File: config.mk
export PLATFORM = sky130hd
export DESIGN_NAME = rs_erasure_decoder_pipe_flat
export DESIGN_NICKNAME = d
export VERILOG_FILES = /design/src/rtl/rs_erasure_decoder_pipe_if.sv /design/src/rtl/rs_erasure_decoder_pipe.sv /design/src/flat_wrapper.sv
export SDC_FILE = /design/constraint.sdc
export NUM_CORES = 1
export LEC_CHECK = 0
export ABC_AREA = 1
export CORE_MARGIN = 4
export CORE_UTILIZATION = 56
export DETAILED_ROUTE_END_ITERATION = 12
export GPL_ROUTABILITY_DRIVEN = 0
export PLACE_DENSITY_LB_ADDON = 0.15
export SETUP_SLACK_MARGIN = 0.15
export SYNTH_ARGS = -nofsm -noshare
export SYNTH_HDL_FRONTEND = slang
export SYNTH_SLANG_ARGS = --single-unit
File: constraint.sdc
create_clock -name clk -period 8.4 [get_ports clk]
set_input_delay 0.84 -clock clk [delete_from_list [all_inputs] [get_ports clk]]
set_output_delay 0.84 -clock clk [all_outputs]
set_load 0.005 [all_outputs]
File: src/rtl/rs_erasure_decoder_pipe_if.sv
// Codeword request/response bundle for rs_erasure_decoder_pipe.
// slave = decoder side, master = upstream/downstream side.
interface rs_erasure_decoder_pipe_if #(
  parameter int unsigned NUM_DATA_SYM = 8
);
  localparam int unsigned N = NUM_DATA_SYM + 2;

  logic                      in_valid;
  logic                      in_ready;
  logic [8*N-1:0]            codeword_in;
  logic [N-1:0]              erasure_mask_in;
  logic                      out_valid;
  logic                      out_ready;
  logic [8*NUM_DATA_SYM-1:0] data_out;
  logic [1:0]                decode_result_out;

  modport master (
    output in_valid, codeword_in, erasure_mask_in, out_ready,
    input  in_ready, out_valid, data_out, decode_result_out
  );

  modport slave (
    input  in_valid, codeword_in, erasure_mask_in, out_ready,
    output in_ready, out_valid, data_out, decode_result_out
  );
endinterface

File: src/rtl/rs_erasure_decoder_pipe.sv
// Two-stage RS(K+2,K) GF(2^8) error/erasure decoder with valid/ready flow control.
// Optional two-erasure solver is compiled in when RS_DEC_DOUBLE_ERASURE_EN is defined.
module rs_erasure_decoder_pipe #(
  parameter int unsigned NUM_DATA_SYM = 8,
  parameter int unsigned CNT_W        = 16
) (
  input  logic                     clk,
  input  logic                     rst,
  rs_erasure_decoder_pipe_if.slave bus,
  input  logic                     cnt_clr,
  output logic [CNT_W-1:0]         ce_cnt,
  output logic [CNT_W-1:0]         due_cnt
);
  localparam int unsigned K = NUM_DATA_SYM;
  localparam int unsigned N = K + 2;
  localparam logic [1:0] RES_NE = 2'b00, RES_CE = 2'b01, RES_DUE = 2'b10;

  function automatic logic [7:0] gf_mul(input logic [7:0] a, input logic [7:0] b);
    logic [7:0] p, x;
    p = '0;
    x = a;
    for (int k = 0; k < 8; k++) begin
      if (b[k]) p = p ^ x;
      x = {x[6:0], 1'b0} ^ (x[7] ? 8'h1D : 8'h00);
    end
    return p;
  endfunction

  function automatic logic [7:0] gf_alpha_pow(input int unsigned n);
    logic [7:0] x;
    x = 8'h01;
    for (int unsigned k = 0; k < n; k++) x = gf_mul(x, 8'h02);
    return x;
  endfunction

`ifdef RS_DEC_DOUBLE_ERASURE_EN
  // a^-1 = a^254 = a^2 * a^4 * ... * a^128
  function automatic logic [7:0] gf_inv(input logic [7:0] a);
    logic [7:0] r, sq;
    r  = 8'h01;
    sq = a;
    for (int k = 1; k < 8; k++) begin
      sq = gf_mul(sq, sq);
      r  = gf_mul(r, sq);
    end
    return r;
  endfunction
`endif

  logic [7:0] w_alpha [K];
  for (genvar g = 0; g < K; g++) begin : g_alpha
    assign w_alpha[g] = gf_alpha_pow(g);
  end

  logic           r_s1_valid, r_out_valid;
  logic [8*K-1:0] r_cw_data, r_data;
  logic [N-1:0]   r_mask;
  logic [7:0]     r_s0, r_s1;
  logic [5:0]     r_e;
  logic [1:0]     r_res;
  logic [CNT_W-1:0] r_ce, r_due;

  logic w_s2_ready, w_s1_ready, w_in_hs, w_out_hs;
  assign w_s2_ready   = !r_out_valid || bus.out_ready;
  assign w_s1_ready   = !r_s1_valid || w_s2_ready;
  assign bus.in_ready = !rst && w_s1_ready;
  assign w_in_hs      = bus.in_valid && bus.in_ready;
  assign w_out_hs     = r_out_valid && bus.out_ready;

  // Stage-1 syndromes and erasure count
  logic [7:0] w_s0, w_s1;
  logic [5:0] w_e;
  always_comb begin
    w_s0 = bus.codeword_in[15:8];
    w_s1 = bus.codeword_in[7:0];
    w_e  = '0;
    for (int i = 0; i < K; i++) begin
      w_s0 = w_s0 ^ bus.codeword_in[8*(N-i)-1 -: 8];
      w_s1 = w_s1 ^ gf_mul(w_alpha[i], bus.codeword_in[8*(N-i)-1 -: 8]);
    end
    for (int i = 0; i < N; i++) w_e = w_e + {5'd0, bus.erasure_mask_in[i]};
  end

  // Stage-2 decode; mask bit N-1-i flags symbol i
  logic [8*K-1:0] w_data;
  logic [1:0]     w_res;
  logic [5:0]     w_pos_a;
  logic           w_found, w_h0a, w_zero;
  logic [7:0]     w_h1a;
`ifdef RS_DEC_DOUBLE_ERASURE_EN
  logic [5:0]     w_pos_b;
  logic           w_h0b;
  logic [7:0]     w_h1b, w_det, w_inv, w_ea, w_eb;
`endif
  always_comb begin
    w_data  = r_cw_data;
    w_res   = RES_DUE;
    w_pos_a = '0;
    w_found = 1'b0;
`ifdef RS_DEC_DOUBLE_ERASURE_EN
    w_pos_b = '0;
    w_det   = '0;
    w_inv   = '0;
    w_ea    = '0;
    w_eb    = '0;
`endif
    for (int i = 0; i < N; i++) begin
      if (r_mask[N-1-i]) begin
        if (!w_found) begin
          w_pos_a = 6'(i);
          w_found = 1'b1;
        end
`ifdef RS_DEC_DOUBLE_ERASURE_EN
        else w_pos_b = 6'(i);
`endif
      end
    end
    w_h0a = (w_pos_a != 6'(K+1));
    w_h1a = (w_pos_a == 6'(K+1)) ? 8'h01 : 8'h00;
`ifdef RS_DEC_DOUBLE_ERASURE_EN
    w_h0b = (w_pos_b != 6'(K+1));
    w_h1b = (w_pos_b == 6'(K+1)) ? 8'h01 : 8'h00;
`endif
    for (int k = 0; k < K; k++) begin
      if (w_pos_a == 6'(k)) w_h1a = w_alpha[k];
`ifdef RS_DEC_DOUBLE_ERASURE_EN
      if (w_pos_b == 6'(k)) w_h1b = w_alpha[k];
`endif
    end
    w_zero = (r_s0 == 8'h00) && (r_s1 == 8'h00);

    if (r_e == 6'd0) begin
      if (w_zero) w_res = RES_NE;
      else if (r_s0 == 8'h00 || r_s1 == 8'h00) w_res = RES_CE;  // lone parity error
      else begin
        for (int j = 0; j < K; j++) begin
          if (gf_mul(w_alpha[j], r_s0) == r_s1) begin
            w_data[8*(K-j)-1 -: 8] = w_data[8*(K-j)-1 -: 8] ^ r_s0;
            w_res = RES_CE;
          end
        end
      end
    end else if (r_e == 6'd1) begin
      if (w_zero) w_res = RES_NE;
      else if (w_h0a ? (r_s1 == gf_mul(w_h1a, r_s0)) : (r_s0 == 8'h00)) begin
        w_res = RES_CE;
        for (int k = 0; k < K; k++) begin
          if (w_pos_a == 6'(k)) w_data[8*(K-k)-1 -: 8] = w_data[8*(K-k)-1 -: 8] ^ r_s0;
        end
      end
    end
`ifdef RS_DEC_DOUBLE_ERASURE_EN
    else if (r_e == 6'd2) begin
      w_det = (w_h0a ? w_h1b : 8'h00) ^ (w_h0b ? w_h1a : 8'h00);
      w_inv = gf_inv(w_det);
      w_ea  = gf_mul(w_inv, gf_mul(r_s0, w_h1b) ^ (w_h0b ? r_s1 : 8'h00));
      w_eb  = gf_mul(w_inv, (w_h0a ? r_s1 : 8'h00) ^ gf_mul(w_h1a, r_s0));
      if (w_ea == 8'h00 && w_eb == 8'h00) w_res = RES_NE;
      else begin
        w_res = RES_CE;
        for (int k = 0; k < K; k++) begin
          if (w_pos_a == 6'(k)) w_data[8*(K-k)-1 -: 8] = w_data[8*(K-k)-1 -: 8] ^ w_ea;
          if (w_pos_b == 6'(k)) w_data[8*(K-k)-1 -: 8] = w_data[8*(K-k)-1 -: 8] ^ w_eb;
        end
      end
    end
`endif
  end

  always_ff @(posedge clk or posedge rst) begin
    if (rst) begin
      r_s1_valid  <= 1'b0;
      r_cw_data   <= '0;
      r_mask      <= '0;
      r_s0        <= '0;
      r_s1        <= '0;
      r_e         <= '0;
      r_out_valid <= 1'b0;
      r_data      <= '0;
      r_res       <= RES_NE;
      r_ce        <= '0;
      r_due       <= '0;
    end else begin
      if (w_s1_ready) begin
        r_s1_valid <= w_in_hs;
        if (w_in_hs) begin
          r_cw_data <= bus.codeword_in[8*N-1 -: 8*K];
          r_mask    <= bus.erasure_mask_in;
          r_s0      <= w_s0;
          r_s1      <= w_s1;
          r_e       <= w_e;
        end
      end
      if (w_s2_ready) begin
        r_out_valid <= r_s1_valid;
        if (r_s1_valid) begin
          r_data <= w_data;
          r_res  <= w_res;
        end
      end
      if (cnt_clr) begin
        r_ce  <= '0;
        r_due <= '0;
      end else if (w_out_hs) begin
        if (r_res == RES_CE && r_ce != '1) r_ce <= r_ce + CNT_W'(1);
        if (r_res == RES_DUE && r_due != '1) r_due <= r_due + CNT_W'(1);
      end
    end
  end

  assign bus.out_valid         = r_out_valid;
  assign bus.data_out          = r_data;
  assign bus.decode_result_out = r_res;
  assign ce_cnt                = r_ce;
  assign due_cnt               = r_due;
endmodule

File: src/flat_wrapper.sv
// flat-port wrapper written by rule: the top's interface ports become plain ports
module rs_erasure_decoder_pipe_flat 
#(
  parameter int unsigned NUM_DATA_SYM = 8,
  parameter int unsigned CNT_W        = 16
)
  (clk, rst, cnt_clr, ce_cnt, due_cnt, bus_in_valid, bus_codeword_in, bus_erasure_mask_in, bus_out_ready, bus_in_ready, bus_out_valid, bus_data_out, bus_decode_result_out);
  rs_erasure_decoder_pipe_if #(.NUM_DATA_SYM(NUM_DATA_SYM)) bus_i ();
  input  logic clk;
  input  logic rst;
  input  logic cnt_clr;
  output logic [CNT_W-1:0] ce_cnt;
  output logic [CNT_W-1:0] due_cnt;
  input wire logic [$bits(bus_i.in_valid)-1:0] bus_in_valid;
  input wire logic [$bits(bus_i.codeword_in)-1:0] bus_codeword_in;
  input wire logic [$bits(bus_i.erasure_mask_in)-1:0] bus_erasure_mask_in;
  input wire logic [$bits(bus_i.out_ready)-1:0] bus_out_ready;
  output wire logic [$bits(bus_i.in_ready)-1:0] bus_in_ready;
  output wire logic [$bits(bus_i.out_valid)-1:0] bus_out_valid;
  output wire logic [$bits(bus_i.data_out)-1:0] bus_data_out;
  output wire logic [$bits(bus_i.decode_result_out)-1:0] bus_decode_result_out;
  assign bus_i.in_valid = bus_in_valid;
  assign bus_i.codeword_in = bus_codeword_in;
  assign bus_i.erasure_mask_in = bus_erasure_mask_in;
  assign bus_i.out_ready = bus_out_ready;
  assign bus_in_ready = bus_i.in_ready;
  assign bus_out_valid = bus_i.out_valid;
  assign bus_data_out = bus_i.data_out;
  assign bus_decode_result_out = bus_i.decode_result_out;
  rs_erasure_decoder_pipe #(.NUM_DATA_SYM(NUM_DATA_SYM), .CNT_W(CNT_W)) u_core (.clk(clk), .rst(rst), .bus(bus_i), .cnt_clr(cnt_clr), .ce_cnt(ce_cnt), .due_cnt(due_cnt));
endmodule
==> flow_metrics.py <==
metrics = {
    "run_status": {
        "status": "finished clean",
    },
    "routing": {
        "drt_iter0_drc": 2235,
        "drtAntennaViolNets": 0,
        "first_pass_iters": 7,
        "wl_met3_um": 6410,
        "drc": 0,
        "routedWlPerCell_um": 19.6,
        "wl_met2_um": 20100,
        "met1_length_um": 18600,
        "wl_um": 47800,
        "num_vias": 14400,
        "top_layer_used": "met5",
        "routed_via_density": 5.93,
    },
    "worst_setup_path": {
        "slowest_delay_ps": 1030,
        "cp.required_ps": 8740,
        "criticalPathCategory": "flop to flop",
        "cp_max_fo": 19,
        "cp_cell_sequence": "clkinv_1 -> ha_1 -> nand4_1 -> nor2_1 -> nand2_1 -> clkinv_1 -> nor2_1 -> inv_1 -> nor3_1 -> nand3_1 -> o21ai_0 -> nand2_1 -> nand3_1 -> nand2_1",
        "cp-start-kind": "flop",
        "worstSetupEndpointType": "flop",
        "rr_worst_depth": 14,
        "crit_top_cell": "nand2_1",
        "cp.depth": 14,
        "crit_slowest_cell": "nor2_1",
        "crit_family": "simple AND/OR/NAND/NOR gates",
        "arrival_ps": 5490,
        "critPathBufInv": 3,
    },
    "synthesis": {
        "syn-mean-instance-area_um2": 7.21,
        "synth-seq-area-share_pct": 34.3,
        "async_reset_ff_share_pct": 100,
        "synth_edf_count": 0,
        "ys.flop_type": "dfrtp_1",
        "ys_seq_elements": 194,
        "yosys_warnings": 0,
        "ys_types": 50,
        "syn_area_mm2": 0.0142,
        "synth_nets": 2076,
        "syn_inst": 1966,
    },
    "clock_tree": {
        "clk-insertion-delay-late_ps": 450,
        "cts_num_sinks": 194,
        "clockBufferDepth": 2,
        "cts_setup_buffers": 0,
        "cts.clk_slew.worst_paths_ps": 80,
        "htree_levels": 4,
        "postCtsHoldBufs": 0,
        "root_buffer": "clkbuf_16",
        "postCtsResizedCells": 0,
        "cts_made_buffers": 17,
        "cts_tree": "built",
    },
    "power_and_ir_drop": {
        "ir_worst_vdd_mv": 0.172,
        "p_seq_share_pct": 32.7,
        "p_comb_share_pct": 47.5,
        "p_sw_share_pct": 44.8,
        "p_int_uw": 2290,
        "clockPowerShare_pct": 19.9,
        "switchingPower_uw": 1850,
        "p_leak_uw": 0.00790,
        "power_per_cell_area_mw_per_mm2": 246,
    },
    "sta": {
        "setup_violations": 0,
        "drv_slew": 0,
        "relSlewSlack_pct": 5.50,
        "final.setup.tns_ps": 0,
        "finalHoldViolations": 0,
        "fmax_mhz": 194,
        "fin_ws_ps": 3240,
        "period_share_pct": 61.4,
        "max_slew.worst_pin.slew_ps": 1410,
        "fin_worst_skew_ps": 18.1,
        "post-route-min-period_ps": 5160,
        "hold_slack_ps": 480,
        "rsz0062_at_grt": "no",
    },
    "finish": {
        "utilization_pct": 68.3,
        "n_antenna_cell": 0,
        "layout-drive-gt1-share_pct": 4.31,
        "syn_to_final_growth_pct": 18.6,
        "nets": 2210,
        "fillCellCount": 2047,
        "instances_no_fill": 2437,
    },
    "global_route": {
        "track_usage_pct": 33.5,
        "antenna_found_initial": 2,
        "grt_max_degree": 100,
        "grt_pass1_vias": 13600,
        "grt_overflow_total": 0,
        "grt_pass1_wl_um": 74300,
    },
    "placed_design": {
        "pre_cts_slack_ps": 3750,
        "port-buffer-count": 194,
        "dpl.hpwl_um": 35800,
        "dp.cells": 2404,
    },
    "floorplanning": {
        "die_h_um": 167,
        "die_w_um": 167,
        "io_pins": 195,
        "fp-row-count": 57,
        "core_area_mm2": 0.0246,
        "initial_core_util_pct": 57.6,
        "die-area_mm2": 0.0279,
    },
    "hold_path": {
        "hold_path.class": "flop to flop",
        "worstHoldPathCells": 2,
    },
    "job": {
        "max_cap_viol_count": 0,
    },
}
[flip-flops by register name, summed over array words and instances (netlist names)]
register and count:
u_core.bus.data_out 64, u_core.bus.decode_result_out 2, u_core.bus.out_valid 1, u_core.ce_cnt 16, u_core.due_cnt 16, u_core.r_cw_data 64, u_core.r_e 4, u_core.r_mask 10
u_core.r_s0 8, u_core.r_s1 8, u_core.r_s1_valid 1
[cell usage after synthesis (2+ instances only)]
cell / n / area [um^2]
o211ai_1: 7 / 52.6
buf_2: 11 / 55.1
nor2_1: 75 / 282
nand2_1: 558 / 2090
nand4_1: 54 / 338
xnor2_1: 132 / 1160
o21ai_1: 4 / 20.0
a22oi_1: 3 / 22.5
o21ai_0: 118 / 591
nand3_1: 196 / 981
o2111a_1: 2 / 22.5
o22ai_1: 5 / 31.3
nor4_1: 13 / 81.3
nand4_2: 2 / 25.0
a221oi_1: 4 / 35.0
o221a_2: 2 / 22.5
nand3b_1: 15 / 113
dfrtp_1: 194 / 4850
inv_1: 190 / 713
buf_1: 8 / 30.0
buf_6: 6 / 67.6
nor2_4: 3 / 33.8
nand3_2: 2 / 20.0
fa_1: 6 / 120
nand2_2: 6 / 37.5
ha_1: 9 / 113
a21oi_1: 35 / 175
nor3b_1: 2 / 15.0
clkbuf_1: 67 / 251
nor3_1: 38 / 190
inv_2: 12 / 45.0
xor2_1: 152 / 1330
nand2_4: 2 / 22.5
clkinv_1: 9 / 33.8
a211oi_1: 4 / 30.0
nor2_2: 6 / 37.5
[worst paths after layout]
check                      slack [ps]                                  end                                from
setup / recovery                 3240  u_core.bus.data_out[46]$_DFFE_PP0P_          u_core.r_s0[5]$_DFFE_PP0P_
hold / removal                    480   u_core.bus.data_out[9]$_DFFE_PP0P_  u_core.bus.data_out[9]$_DFFE_PP0P_
setup reg to reg                 3240  u_core.bus.data_out[46]$_DFFE_PP0P_          u_core.r_s0[5]$_DFFE_PP0P_
hold reg to reg                   480   u_core.bus.data_out[9]$_DFFE_PP0P_  u_core.bus.data_out[9]$_DFFE_PP0P_
max in group asynchronous        6320   u_core.bus.data_out[5]$_DFFE_PP0P_                                 rst
min in group asynchronous         790  u_core.bus.data_out[48]$_DFFE_PP0P_                                 rst
[final cells by class]
type                            count  area [um^2]  share of cell area, %
Multi-Input combinational cell   1468         8120                   48.3
Tap cell                          324          405                   2.41
Clock buffer                       18          439                   2.61
Inverter                          211          800                   4.76
Sequential cell                   194         4850                   28.9
Clock inverter                     14          143                  0.849
Timing Repair Buffer              208         2040                   12.2
[routing by layer]
layer	up-vias	track usage (%)
li1	6581	-
met1	6605	45.1
met2	1032	50.3
met3	223	9.46
met4	4	15.3
met5	-	0
[per-stage QoR]
step	power [uW]	area, um^2
after floorplan	2590	14200
after global placement	3210	16200
after detailed placement	3260	16200
after CTS	4090	16800
after global routing	4360	16800
final	4140	16800
[worst min-delay path, delay by kind of cell (launching register included)]
family / cells / cell delay (ps)
flops: 1 / 350
simple gates: 2 / 100
[power groups by stage]
stage | clock [uW] | combinational (uW) | sequential (uW)
5_1_grt | 865 | 2120 | 1370
2_1_floorplan | 0 | 1380 | 1220
3_3_place_gp | 0 | 1860 | 1350
3_5_place_dp | 0 | 1900 | 1360
4_1_cts | 830 | 1920 | 1340
6_report | 823 | 1970 | 1350
[cells in the final DEF (no fill, tap or decap), drive strengths merged, types with 36 or more instances in the layout]
| cell | instances |
|---|---|
| a21oi | 36 |
| clkdlybuf4s50 | 194 |
| dfrtp | 194 |
| inv | 209 |
| nand2 | 566 |
| nand3 | 198 |
| nand4 | 56 |
| nor2 | 84 |
| nor3 | 39 |
| o21ai | 122 |
| xnor2 | 132 |
| xor2 | 152 |
[cells by family (layout without fill, tap and decap cells)]
kind of cell	after synthesis	count (layout)	share of synthesized area (%)
xor+xnor	285	285	17.7
simple gates	976	976	30.4
fa+ha+maj	15	15	1.64
buf+inv	304	451	8.49
compound gates	192	192	7.54
flops	194	194	34.3
Note: power is estimated with default switching activity, not from simulation.
